## config.mk

```make
export PLATFORM = sky130hd
export DESIGN_NAME = pcm_sample_player
export DESIGN_NICKNAME = d
export VERILOG_FILES = /design/src/rtl/pcm_sample_player.sv
export SDC_FILE = /design/constraint.sdc
export NUM_CORES = 1
export LEC_CHECK = 0
export BUFFER_PORTS_ARGS = -buffer_cell sky130_fd_sc_hd__buf_2
export CORE_MARGIN = 2
export CORE_UTILIZATION = 35
export CTS_CLUSTER_SIZE = 10
export DETAILED_ROUTE_END_ITERATION = 8
export PLACE_DENSITY = 0.6
export SYNTH_ARGS = -nofsm -noshare
export SYNTH_HDL_FRONTEND = slang
export SYNTH_SLANG_ARGS = --single-unit
export TNS_END_PERCENT = 10
```

## constraint.sdc

```tcl
create_clock -name clk -period 2.3 [get_ports clk]
set_input_delay 0.23 -clock clk [delete_from_list [all_inputs] [get_ports clk]]
set_output_delay 0.23 -clock clk [all_outputs]
set_load 0.02 [all_outputs]
```

## src/rtl/pcm_sample_player.sv

```systemverilog
// pcm_sample_player: fetches PCM samples on each sample_tick from a synchronous-read memory, holds them, and drives a PWM output.
// Optional macro PCM_PLAYER_OVERRUN_CNT_EN enables the saturating lost-tick counter on overrun_cnt.
`default_nettype none

module pcm_sample_player #(
  parameter int ADDR_W = 16,
  parameter int DATA_W = 8
) (
  input  logic              clk,
  input  logic              reset,
  input  logic              sample_tick,
  input  logic              start,
  input  logic              stop,
  input  logic              loop_en,
  input  logic [ADDR_W-1:0] start_addr,
  input  logic [ADDR_W-1:0] end_addr,
  output logic [ADDR_W-1:0] mem_addr,
  output logic              mem_rd,
  input  logic [DATA_W-1:0] mem_data,
  output logic [DATA_W-1:0] sample_out,
  output logic              sample_valid,
  output logic              busy,
  output logic [7:0]        overrun_cnt,
  output logic              pwm_out
);

  typedef enum logic [1:0] {S_IDLE, S_READY, S_READ, S_LATCH} state_t;

  state_t              state_q, state_d;
  logic [ADDR_W-1:0]   cur_q, cur_d, start_q, start_d, end_q, end_d;
  logic [ADDR_W-1:0]   mem_addr_q, mem_addr_d;
  logic                mem_rd_q, mem_rd_d;
  logic                pending_q, pending_d;
  logic [DATA_W-1:0]   sample_q, sample_d;
  logic                valid_q, valid_d;
  logic [DATA_W-1:0]   pwm_cnt_q;
  logic                pwm_q;
  logic                lost, accept, latch;

  always_comb begin
    state_d   = state_q;
    cur_d     = cur_q;
    start_d   = start_q;
    end_d     = end_q;
    pending_d = pending_q;
    lost      = 1'b0;
    accept    = 1'b0;
    latch     = 1'b0;
    if (stop) begin
      state_d   = S_IDLE;
      pending_d = 1'b0;
    end else begin
      case (state_q)
        S_IDLE: begin
          pending_d = 1'b0;
          if (start && (start_addr <= end_addr)) begin
            accept  = 1'b1;
            start_d = start_addr;
            end_d   = end_addr;
            cur_d   = start_addr;
            state_d = S_READY;
          end
        end
        S_READY: begin
          if (sample_tick || pending_q) begin
            state_d   = S_READ;
            pending_d = 1'b0;
            // a fresh tick arriving alongside a pending one cannot both be served
            lost      = sample_tick && pending_q;
          end
        end
        S_READ: begin
          state_d = S_LATCH;
          if (sample_tick) begin
            if (pending_q) lost = 1'b1;
            else           pending_d = 1'b1;
          end
        end
        default: begin
          latch = 1'b1;
          if (sample_tick) begin
            if (pending_q) lost = 1'b1;
            else           pending_d = 1'b1;
          end
          if (cur_q != end_q) begin
            cur_d   = cur_q + 1'b1;
            state_d = S_READY;
          end else if (loop_en) begin
            cur_d   = start_q;
            state_d = S_READY;
          end else begin
            state_d   = S_IDLE;
            pending_d = 1'b0;
          end
        end
      endcase
    end
    mem_rd_d   = (state_d == S_READ);
    mem_addr_d = (state_d == S_READ) ? cur_q : mem_addr_q;
    sample_d   = latch ? mem_data : sample_q;
    valid_d    = latch;
  end

  always_ff @(posedge clk or negedge reset) begin
    if (!reset) begin
      state_q    <= S_IDLE;
      cur_q      <= '0;
      start_q    <= '0;
      end_q      <= '0;
      mem_addr_q <= '0;
      mem_rd_q   <= 1'b0;
      pending_q  <= 1'b0;
      sample_q   <= '0;
      valid_q    <= 1'b0;
      pwm_cnt_q  <= '0;
      pwm_q      <= 1'b0;
    end else begin
      state_q    <= state_d;
      cur_q      <= cur_d;
      start_q    <= start_d;
      end_q      <= end_d;
      mem_addr_q <= mem_addr_d;
      mem_rd_q   <= mem_rd_d;
      pending_q  <= pending_d;
      sample_q   <= sample_d;
      valid_q    <= valid_d;
      pwm_cnt_q  <= pwm_cnt_q + DATA_W'(1);
      pwm_q      <= (pwm_cnt_q < sample_q);
    end
  end

`ifdef PCM_PLAYER_OVERRUN_CNT_EN
  logic [7:0] overrun_q;
  always_ff @(posedge clk or negedge reset) begin
    if (!reset)                          overrun_q <= '0;
    else if (accept)                     overrun_q <= '0;
    else if (lost && (overrun_q != 8'hFF)) overrun_q <= overrun_q + 8'd1;
  end
  assign overrun_cnt = overrun_q;
`else
  logic [1:0] unused_overrun;
  assign unused_overrun = {lost, accept};
  assign overrun_cnt    = '0;
`endif

  assign mem_addr     = mem_addr_q;
  assign mem_rd       = mem_rd_q;
  assign sample_out   = sample_q;
  assign sample_valid = valid_q;
  assign busy         = (state_q != S_IDLE);
  assign pwm_out      = pwm_q;

endmodule

`default_nettype wire
```

==> results.yml <==
status:
  outcome: "complete, but fails checks"
  failed_checks: "setup timing"
worst_setup_path:
  worstPathRequired_ns: 2.52
  slowest_delay_ns: 0.43
  cp-end-kind: "register"
  crit_path_start_kind: "register"
  critPathSlowestCell: "nor4_4"
  arrival_ns: 2.60
  path_cells: "xnor2_2 > nand4_1 > nor4_4 > a31o_2 > inv_2 > a31oi_4 > buf_6 > mux2_1"
  crit_type: "reg -> reg"
  reg2reg_from: "cur_q[13]"
  startpoint: "cur_q[13]"
  critPathMaxFanout: 10
sta:
  finalHoldWorstSlack_ns: 0.0895
  finalCritPeriodShare: 1.04
  period_minus_slack_ns: 2.38
  finClkSkew_ns: 0.00575
  timing.final.ws_setup_ns: -0.0813
  setup_viol: 18
  grt_setup_unrepaired: "true"
  tightestPinTransition_ns: 0.603
  slew_violations: 0
  hold_violations: 0
  fmax_mhz: 420
  slew_headroom: 0.598
global_route:
  grt_overflow: 0
  grtUsageMet1: 0.215
  grt_usage: 0.170
  met3_usage: 0.0479
  grt_pass1_wl_mm: 19.2
  grt_pass1_vias: 3773
  grt.busiest_layer: "met2"
  antenna_found_initial: 0
  grt_max_degree: 46
  met2_usage: 0.289
synth:
  synth_area_um2: 4780
  synth_ff_type: "dfrtp_1"
  ys_warn_count: 0
  ys_async_sr_fraction: 1.00
  synth_common_cells: "dfrtp_1 (86), mux2_2 (40), nand2_1 (36)"
  synth_seq_cells: 86
  synth_top_cells_by_area: "dfrtp_1 (45%), mux2_2 (9.4%), ha_1 (7.6%)"
  yosysSeqAreaShare: 0.450
  yosysTopAreaCellShare: 0.450
  synth_area_per_cell_um2: 10.6
  synth_edf_count: 0
  yosysTopAreaCell: "dfrtp_1"
  synth.most_common_cell: "dfrtp_1"
  synth_cell_types: 40
  synthCells: 451
cts:
  cts.sinks: 86
  cts_made_buffers: 9
  root_buffer: "clkbuf_16"
  cts_tree: "yes"
  insertion_delay_ns: 0.34
  clk_pin_slew_ns: 0.06
  htreeDepth: 3
  clockBufferDepth: 2
min_path:
  min_from: "mem_data[3]"
  hold_path_class: "in -> reg"
power:
  power_frac_seq: 0.328
  pwr-share-comb: 0.497
  powerDensity_nw_per_um2: 1270
  power_switching_uw: 3050
  total_power_uw: 8060
  p_clk_frac: 0.175
  p_int_uw: 5010
  irDropWorstVdd_mv: 0.540
  leakagePower_uw: 0.00297
  switching_share: 0.378
floorplanning:
  start_util: 0.360
  ioPinCount: 82
  core-area_um2: 13300
  dieArea_um2: 14600
  die_w_um: 121
  die_height_um: 121
  num_rows: 42
detailed_routing:
  dr.pass1.iters: 4
  routed_via_density: 4.83
  antenna_left: 0
  drc_errors: 0
  vias: 3681
  wire_per_inst_um: 15.7
  wl_mm: 12.0
  drtIter0Drc: 199
final_layout:
  postLayoutCoreUtil: 0.478
  diodes: 0
  final_net_count: 656
  fill_cells: 1243
  synthToLayoutAreaGrowth_pct: 33.0
  drive_gt1_frac: 0.381
placement:
  place_congestion: 0.810
  io_buffers: 73
  dp_hpwl_mm: 8.71
run:
  maxCapViolations: 0
==> flip-flops by register name, indices dropped and copies added, names as in the netlist <==
register	cells
cur_q	16
end_q	16
mem_addr	16
start_q	16
pwm_cnt_q	8
sample_out	8
state_q	2
mem_rd	1
pending_q	1
pwm_out	1
sample_valid	1
==> critical path, delay by kind of cell (launching register included) <==
family | cells | cell delay, ns
and+or+nand+nor | 2 | 0.65
xor gates and xnor gates | 1 | 0.22
muxes | 1 | 0.32
AOI/OAI and AO/OA | 2 | 0.44
DFF | 1 | 0.40
buffers and inverters | 2 | 0.23
==> final timing paths <==
check	endpoint	slack, ns	depth (start not counted)
min	sample_out[3]	0.09	3
min reg2reg	mem_addr[14]	0.48	1
min in group asynchronous	mem_addr[7]	0.43	2
max	mem_addr[13]	-0.08	8
max reg2reg	mem_addr[13]	-0.08	8
max in group asynchronous	end_q[3]	1.22	3
==> cell families after synthesis <==
group	share of synthesized area
fa+ha+maj	0.0759
compound gates	0.0994
flops	0.450
other cells	0.000784
buf+inv	0.0654
xor+xnor	0.0659
simple gates	0.106
mux	0.137
==> power by group through the flow <==
stage / Combinational (µW) / Sequential (µW) / Clock, µW
global placement: 3680 / 2610 / 0
finish: 4010 / 2650 / 1410
detailed placement: 3730 / 2650 / 0
global route: 4370 / 2730 / 1510
floorplan: 2300 / 2840 / 0
CTS: 3880 / 2640 / 1460
==> metal layers <==
metal  wire (µm)  part of all wire
met1        5310              0.44
met2        5990              0.50
met3         580             0.048
met4          82            0.0069
met5           0                 0
==> area by class of cell <==
cell class	instances	area (µm²)	share of cell area
clock buffer	13	270	0.0425
clock inverter	3	17.5	0.00275
inverter	34	133	0.0209
multi-input combinational	307	2600	0.408
sequential	86	2150	0.338
tap	176	220	0.0346
timing repair buffer	143	970	0.152
==> per-stage QoR <==
| step | setup WS [ns] | area (µm²) | std cells | setup TNS, ns |
|---|---|---|---|---|
| floorplan | -0.0124 | 4930 | 458 | -0.0990 |
| global placement | -0.323 | 5840 | 741 | -18.06 |
| detailed placement | -0.410 | 5840 | 741 | -21.47 |
| CTS | -0.0995 | 6200 | 759 | -1.37 |
| global route | -0.180 | 6360 | 762 | -3.35 |
| finish | -0.0813 | 6360 | 762 | -1.14 |
==> layout by cell type (no fill, tap or decap), types with 6 or more instances in the layout <==
master and n:
ha_4 6, o21ai_0 14, mux2i_1 9, xnor2_1 31
nor2_1 21, buf_2 70, inv_1 27, mux2_1 8
clkbuf_16 10, nand2_1 36, o211ai_1 11, mux2_2 7
o21a_1 11, buf_6 7, nand3_1 8, nand4_1 15
ha_1 23, buf_4 62, a21oi_1 19, conb_1 8
nor3_1 8, mux2_4 35, dfrtp_1 86
==> repair_timing <==
item	4_1_cts	5_1_grt
buffers inserted	1	2
cloned	0	1
hold buffers	1	0
setup endpoints to repair	33	64
gates resized for setup	13	34
pin swaps	6	6
endpoints found under the hold margin	44	0
Power figures use the tool's default switching activity.
